===== src/rtl/tile_read_sequencer_if.sv =====
// Read-side port bundle for tile_read_sequencer: launch/backpressure controls
// toward the sequencer, bank read enables/addresses and status back out.
interface tile_read_sequencer_if #(
    parameter int unsigned SIZE   = 8,
    parameter int unsigned ADDR_W = 10
);
    logic                     start;
    logic [ADDR_W-1:0]        base_addr;
    logic [ADDR_W-1:0]        row_count;
    logic                     hold;
    logic [SIZE-1:0]          enb;
    logic [SIZE*ADDR_W-1:0]   addrb;
    logic [SIZE-1:0]          lane_valid;
    logic                     busy;
    logic                     done;

    modport master (
        output start, base_addr, row_count, hold,
        input  enb, addrb, lane_valid, busy, done
    );

    modport slave (
        input  start, base_addr, row_count, hold,
        output enb, addrb, lane_valid, busy, done
    );
endinterface


===== src/rtl/tile_read_sequencer.sv =====
// Skewed (systolic) read address generator for the banked tile buffer:
// lane i reads row r one cycle after lane i-1, with hold-based backpressure.
module tile_read_sequencer #(
    parameter int unsigned SIZE   = 8,
    parameter int unsigned ADDR_W = 10
) (
    input  logic                 clock,
    input  logic                 reset_n,
    tile_read_sequencer_if.slave bus
);
    // Wide enough for row_count + SIZE - 2 without wrapping.
    localparam int unsigned CW = ADDR_W + $clog2(SIZE) + 1;

    typedef enum logic [1:0] {StIdle, StIssue, StFlush} state_e;

    state_e              state_q, state_d;
    logic [CW-1:0]       t_q, t_d;
    logic [ADDR_W-1:0]   base_q, base_d;
    logic [ADDR_W-1:0]   rc_q, rc_d;
    logic [SIZE-1:0]     lane_valid_q;
    logic [SIZE-1:0]     enb_c;
    logic [SIZE*ADDR_W-1:0] addr_c;
    logic [CW-1:0]       t_last;

    assign t_last = CW'(rc_q) + CW'(SIZE - 2);

    always_ff @(posedge clock or negedge reset_n) begin
        if (!reset_n) begin
            state_q      <= StIdle;
            t_q          <= '0;
            base_q       <= '0;
            rc_q         <= '0;
            lane_valid_q <= '0;
        end else begin
            state_q      <= state_d;
            t_q          <= t_d;
            base_q       <= base_d;
            rc_q         <= rc_d;
            lane_valid_q <= enb_c;
        end
    end

    always_comb begin
        state_d = state_q;
        t_d     = t_q;
        base_d  = base_q;
        rc_d    = rc_q;
        case (state_q)
            StIdle: begin
                if (bus.start) begin
                    base_d  = bus.base_addr;
                    rc_d    = bus.row_count;
                    t_d     = '0;
                    state_d = (bus.row_count != '0) ? StIssue : StFlush;
                end
            end
            StIssue: begin
                if (!bus.hold) begin
                    if (t_q == t_last) begin
                        state_d = StFlush;
                    end else begin
                        t_d = t_q + 1'b1;
                    end
                end
            end
            StFlush: state_d = StIdle;
            default: state_d = StIdle;
        endcase
    end

    // Lane i is active while its own row index (t - i) lies in [0, row_count).
    always_comb begin
        enb_c  = '0;
        addr_c = '0;
        if (state_q == StIssue && !bus.hold) begin
            for (int unsigned i = 0; i < SIZE; i++) begin
                if (t_q >= CW'(i) && t_q < CW'(i) + CW'(rc_q)) begin
                    enb_c[i]                    = 1'b1;
                    addr_c[i*ADDR_W +: ADDR_W] = base_q + ADDR_W'(t_q - CW'(i));
                end
            end
        end
    end

    assign bus.enb        = enb_c;
    assign bus.addrb      = addr_c;
    assign bus.lane_valid = lane_valid_q;
    assign bus.busy       = (state_q != StIdle);
    assign bus.done       = (state_q == StFlush);
endmodule


===== src/flat_wrapper.sv =====
// flat-port wrapper written by rule: the top's interface ports become plain ports
module tile_read_sequencer_flat 
#(
    parameter int unsigned SIZE   = 8,
    parameter int unsigned ADDR_W = 10
)
  (clock, reset_n, bus_start, bus_base_addr, bus_row_count, bus_hold, bus_enb, bus_addrb, bus_lane_valid, bus_busy, bus_done);
  tile_read_sequencer_if #(.SIZE(SIZE), .ADDR_W(ADDR_W)) bus_i ();
  input  logic clock;
  input  logic reset_n;
  input wire logic [$bits(bus_i.start)-1:0] bus_start;
  input wire logic [$bits(bus_i.base_addr)-1:0] bus_base_addr;
  input wire logic [$bits(bus_i.row_count)-1:0] bus_row_count;
  input wire logic [$bits(bus_i.hold)-1:0] bus_hold;
  output wire logic [$bits(bus_i.enb)-1:0] bus_enb;
  output wire logic [$bits(bus_i.addrb)-1:0] bus_addrb;
  output wire logic [$bits(bus_i.lane_valid)-1:0] bus_lane_valid;
  output wire logic [$bits(bus_i.busy)-1:0] bus_busy;
  output wire logic [$bits(bus_i.done)-1:0] bus_done;
  assign bus_i.start = bus_start;
  assign bus_i.base_addr = bus_base_addr;
  assign bus_i.row_count = bus_row_count;
  assign bus_i.hold = bus_hold;
  assign bus_enb = bus_i.enb;
  assign bus_addrb = bus_i.addrb;
  assign bus_lane_valid = bus_i.lane_valid;
  assign bus_busy = bus_i.busy;
  assign bus_done = bus_i.done;
  tile_read_sequencer #(.SIZE(SIZE), .ADDR_W(ADDR_W)) u_core (.clock(clock), .reset_n(reset_n), .bus(bus_i));
endmodule

===== config.mk =====
export PLATFORM = sky130hd
export DESIGN_NAME = tile_read_sequencer_flat
export DESIGN_NICKNAME = d
export VERILOG_FILES = /design/src/rtl/tile_read_sequencer_if.sv /design/src/rtl/tile_read_sequencer.sv /design/src/flat_wrapper.sv
export SDC_FILE = /design/constraint.sdc
export NUM_CORES = 1
export LEC_CHECK = 0
export BUFFER_PORTS_ARGS = -buffer_cell sky130_fd_sc_hd__buf_2
export CORE_ASPECT_RATIO = 0.7
export CORE_MARGIN = 4
export CORE_UTILIZATION = 45
export CTS_CLUSTER_DIAMETER = 50
export DETAILED_ROUTE_END_ITERATION = 8
export GPL_TIMING_DRIVEN = 0
export MAX_ROUTING_LAYER = met4
export PLACE_DENSITY_LB_ADDON = 0.15
export SLEW_MARGIN = 5
export SYNTH_ARGS = -nofsm -noshare
export SYNTH_HDL_FRONTEND = slang
export SYNTH_SLANG_ARGS = --single-unit
export TNS_END_PERCENT = 100

===== constraint.sdc =====
create_clock -name clock -period 7.35 [get_ports clock]
set_input_delay 1.47 -clock clock [delete_from_list [all_inputs] [get_ports clock]]
set_output_delay 1.47 -clock clock [all_outputs]
set_load 0.01 [all_outputs]

# [After elaboration in Yosys (flattened, before gate mapping)]
# Cells that the tools add are included.
[totals] register_bits=44 latch_bits=0 ram_bits=0 romBits=0 input_bits=24 out_inout_bits=98 wordCells=95 mem_count=0
[op_classes] addsub=23 n_mul=0 div=0 order_cmp=16 n_eq_ne=7 shifts=0 mux=27 n_bitwise=0 n_reduce_logical=17
[op_table] op="14-bit by 11-bit < comparator with 1-bit output" count=7
[op_table] op="10-bit adder" count=8
[op_table] op="10-bit two-way mux" count=8
[op_table] op="80-bit two-way mux" count=1
[op_table] op="14-bit by 3-bit greater-or-equal comparator with 1-bit output, second input constant" count=4
[op_table] op="3-bit by 10-bit adder with 11-bit output, first input constant" count=4
[op_table] op="14-bit two-way mux" count=3
[op_table] op="10-bit by 3-bit subtractor with 10-bit output, second input constant" count=4
[op_table] op="14-bit by 1-bit greater-or-equal comparator with 1-bit output, second input constant" count=2
[op_table] op="14-bit by 2-bit greater-or-equal comparator with 1-bit output, second input constant" count=2
[op_table] op="14-bit one-hot mux with 2 select lines" count=1
[op_table] op="2-bit by 10-bit adder with 11-bit output, first input constant" count=2
[op_table] op="10-bit by 2-bit subtractor with 10-bit output, second input constant" count=2
[op_table] op="14-bit by 1-bit adder with 14-bit output, second input constant" count=1
[op_table] op="14-bit by 11-bit equality test with 1-bit output" count=1
[op_table] op="14-bit by 10-bit < comparator with 1-bit output" count=1
[op_table] op="1-bit by 10-bit adder with 11-bit output, first input constant" count=1
[op_table] op="10-bit nonzero test" count=1
[op_table] op="10-bit by 1-bit subtractor with 10-bit output, second input constant" count=1
[op_table] op="1-bit logical AND" count=9
[op_table] op="1-bit two-way mux" count=8
[op_table] op="2-bit two-way mux" count=4
[op_table] op="8-bit two-way mux" count=1
[op_table] op="2-bit inequality test, second input constant" count=3
[op_table] op="other kinds (10)" count=11

# [Longest topological paths before layout]
[logic_depth] ltp_word=5 mapped_depth=14 ltp_nobuf=11

# [Worst setup path before layout]
# Ideal clock, no wire load.
[synth_path] path_type="input port to output port" start="in bus_hold" end="out bus_addrb[75]" arrival_ns=3.471 required_ns=5.880 setup_slack_ns=2.409 stages=7 path_buffers=3 cell_sequence="or3b_1 > buf_2 > or4_1 > buf_2 > a311o_1 > clkbuf_1 > nor4b_1"
[synth_between] elab_chain_len=3
[synth_rtl] item="start, declared" line_no="flat_wrapper.sv:14" text="input wire logic [$bits(bus_i.hold)-1:0] bus_hold;"
[synth_rtl] item="1-bit zero test"
[synth_rtl] item="1-bit logical AND" line_no="tile_read_sequencer.sv:75" text="if (state_q == StIssue && !bus.hold) begin"
[synth_rtl] item="80-bit two-way mux" line_no="tile_read_sequencer.sv:75"
[synth_rtl] item="end, declared" line_no="flat_wrapper.sv:16" text="output wire logic [$bits(bus_i.addrb)-1:0] bus_addrb;"
# Every way passes these cells.

# [Worst setup path after layout]
[layout_path] start="reg u_core.rc_q[5]" end="out bus_addrb[55]"
[layout_between] elab_chain_len=5
[layout_rtl] item="start, declared" line_no="tile_read_sequencer.sv:19" text="logic [ADDR_W-1:0] rc_q, rc_d;"
[layout_rtl] item="start signal, assigned" line_no="tile_read_sequencer.sv:38" text="rc_q <= rc_d;"
[layout_rtl] item="3-bit by 10-bit adder with 11-bit output" line_no="tile_read_sequencer.sv:77" text="if (t_q >= CW'(i) && t_q < CW'(i) + CW'(rc_q)) begin"
[layout_rtl] item="14-bit by 11-bit < comparator with 1-bit output" line_no="tile_read_sequencer.sv:77"
[layout_rtl] item="1-bit logical AND" line_no="tile_read_sequencer.sv:77"
[layout_rtl] item="10-bit two-way mux" line_no="tile_read_sequencer.sv:77"
[layout_rtl] item="80-bit two-way mux" line_no="tile_read_sequencer.sv:75"
# Every way passes these cells.

==> flow_metrics.env <==
export IMPL_outcome="finished, final reports clean"
export IMPL_worstSetupStartpointType="flop"
export IMPL_setup_viol_count_final=0
export IMPL_slowest_delay_ns=0.57
export IMPL_hold_start="u_core.base_q[9]"
export IMPL_r2r_start="u_core.rc_q[5]"
export IMPL_min_period_ns=6.03
export IMPL_crit_chain="clkbuf_1 > inv_1 > nor3_1 > nand3_1 > nor2_1 > xnor2_1 > ha_1 > and3_1 > nor3b_1 > o311ai_0 > o2111ai_1 > clkbuf_1 > nor3b_1 > buf_2"
export IMPL_clkLatencyLatePin_ns=0.29
export IMPL_grt_overflow_total=0
export IMPL_place_gp_congestion=0.999
export IMPL_die_h_um=111
export IMPL_cts_root_buf="clkbuf_16"
export IMPL_synth_flop_cell="dfrtp_1"
export IMPL_fin_tns_setup_ns=0
export IMPL_hold_buffers=0
export IMPL_area_growth_pct=14.5
export IMPL_cp_required_ns=5.88
export IMPL_max_freq_mhz=166
export IMPL_fin_nets=1186
export IMPL_antenna_cells=0
export IMPL_crit_type="reg2out"
export IMPL_drt_pass1_iter_count=5
export IMPL_async_reset_ff_share_pct=100
export IMPL_nFillCells=1472
export IMPL_period_share_pct=82.0
export IMPL_rsz0062_at_grt="false"
export IMPL_clock_sinks=44
export IMPL_cts_tree="built"
export IMPL_hold_end="u_core.base_q[9]"
export IMPL_worstMarginPinSlew_ns=1.23
export IMPL_hold_viol=0
export IMPL_drive_gt1_share_pct=13.3
export IMPL_via_per_inst=5.62
export IMPL_io_pins=122
export IMPL_hp_class="reg2reg"
export IMPL_drv_cap=0
export IMPL_cts_resized=0
export IMPL_multiInputGateArea_um2=5250
export IMPL_regArea_um2=1100
export IMPL_grt_max_degree=45
export IMPL_worstPathMaxFanout=10
export IMPL_yosysUniqueCellTypes=58
export IMPL_regToRegEndpoint="u_core.t_q[12]"
export IMPL_avgSynthCellArea_um2=7.57
export IMPL_holdPathStages=1
export IMPL_numCtsBuffers=5
export IMPL_most_common_layout_cells="buf_2, ha_1, nor2_1"
export IMPL_ant_nets=0
export IMPL_drc=0
export IMPL_worst_r2r_path_depth=14
export IMPL_wirelength_um=22700
export IMPL_first_global_vias=6436
export IMPL_ys_ff_latch=44
export IMPL_die_area_um2=17200
export IMPL_synth_edf_count=0
export IMPL_worstSetupEndpointType="output port"
export IMPL_rows=37
export IMPL_path_delay_family="simple AND/OR/NAND/NOR gates"
export IMPL_rrSetupSlack_ns=2.80
export IMPL_drv_slew=0
export IMPL_drt_iter0_drc=548
export IMPL_clkSlewWorstSetupHoldPaths_ns=0.06
export IMPL_post_drt_wl_per_cell_um=18.5
export IMPL_die_x_um=155
export IMPL_initial_utilization_pct=46.2
export IMPL_grt_antenna_before_repair=0
export IMPL_crit_buf_inv=4
export IMPL_crit_path_top_delay_cell="clkbuf_1"
export IMPL_synth_yosys_warnings=0
export IMPL_grt_use_total_pct=26.9
export IMPL_vias=6883
export IMPL_cts_max_level=2
export IMPL_grt_pass1_wl_um=36100
export IMPL_worstPathArrival_ns=4.56
export IMPL_post_dp_hpwl_um=18100
export IMPL_port_buffer_count=121
export IMPL_syn_nets=1058
export IMPL_core_area_um2=14800
export IMPL_synth_area_um2=6820
export IMPL_clock_skew_ns=0.00626
export IMPL_synth_seq_area_share_pct=16.1
export IMPL_cts_setup_buffers=0
export IMPL_critPathLaunch="u_core.rc_q[5]"
export IMPL_cts_buffer_depth=2
export IMPL_max_slew_margin_rel_pct=17.8
export IMPL_postSynthCellCount=901
metrics by stage:
stage / util (%) / setup WS [ns] / instance area [um^2] / hold WS [ns] / instances
6_report: 52.9 / 1.32 / 7800 / 0.530 / 1224
5_1_grt: 52.9 / 1.02 / 7800 / 0.563 / 1224
4_1_cts: 52.9 / 1.39 / 7800 / 0.535 / 1224
3_5_place_dp: 51.9 / 1.77 / 7670 / 0.520 / 1217
3_3_place_gp: 51.9 / 1.76 / 7670 / 0.517 / 1217
2_1_floorplan: - / 2.41 / 6820 / 0.483 / 901
flip-flops by register name (all words and copies together), names as in the netlist:
register               count
u_core.state_q             2
u_core.bus.lane_valid      8
u_core.base_q             10
u_core.rc_q               10
u_core.t_q                14
layout make-up:
| class | count | share of cell area (%) |
|---|---|---|
| buffer | 40 | 2.05 |
| clock buffer | 5 | 1.60 |
| clock inverter | 2 | 0.160 |
| inverter | 81 | 3.90 |
| multi-input combinational | 736 | 67.3 |
| sequential | 44 | 14.1 |
| tap | 195 | 3.13 |
| timing repair buffer | 121 | 7.76 |
worst max path at each step:
| stage | endpoint | cells after the start | slack, ns |
|---|---|---|---|
| finish | bus_addrb[55] | 14 | 1.32 |
| global route | bus_addrb[55] | 14 | 1.02 |
| CTS | bus_addrb[55] | 14 | 1.39 |
| detailed placement | bus_addrb[55] | 14 | 1.77 |
| global placement | bus_addrb[55] | 14 | 1.76 |
| floorplan | bus_addrb[75] | 7 | 2.41 |
metal layers:
layer	wire length [um]	share of wire (%)	GRT usage [%]	vias to the layer above
met5	0	0	-	-
met4	259	1.1	3.88	0
met3	2040	9.0	6.32	26
met2	8590	38	34.2	270
met1	11800	52	42.9	3195
li1	-	-	-	3392
cells by family after synthesis:
| family | count (synthesis) | synth area share [%] |
|---|---|---|
| flops | 44 | 16.1 |
| xor+xnor | 80 | 10.3 |
| fa+ha+maj | 133 | 25.5 |
| mux | 15 | 2.22 |
| buf+inv | 121 | 6.81 |
| compound gates | 190 | 17.0 |
| simple gates | 318 | 22.1 |
synthesized netlist by cell type (4+ instances only):
master,n,area [um^2]
nor3b_1,12,90.1
o21ai_0,48,240
a311oi_1,5,43.8
a31oi_1,6,37.5
a21o_1,5,37.5
nand4_1,9,56.3
o2111ai_1,6,52.6
buf_1,4,15.0
dfrtp_1,44,1100
o21a_1,7,52.6
ha_1,123,1540
nand3_1,25,125
nor4_1,7,43.8
a211oi_1,9,67.6
mux2i_1,14,140
nor2b_1,9,56.3
and3_1,6,37.5
fa_1,10,200
nand2_1,84,315
clkbuf_1,33,124
nand2b_1,7,43.8
a21oi_1,73,365
inv_1,77,289
nor2_1,108,405
xor2_1,14,123
o31ai_1,6,45.0
and4_1,7,61.3
nor3_1,26,130
xnor2_1,66,578
worst register-to-register path: stages (launching register included):
cell      delay, ns
dfrtp_1        0.32
clkbuf_1       0.57
inv_1          0.31
nor3_1         0.30
nand3_1        0.35
nor2_1         0.29
xnor2_1        0.10
ha_1           0.33
nor4b_1        0.34
and4b_1        0.25
clkbuf_1       0.35
a221o_1        0.22
clkbuf_1       0.35
inv_1          0.20
a31oi_1        0.19
Power is left out: the tool's default activity adds up to more than one toggle a clock period on the data nets, which glitch-free logic cannot reach.
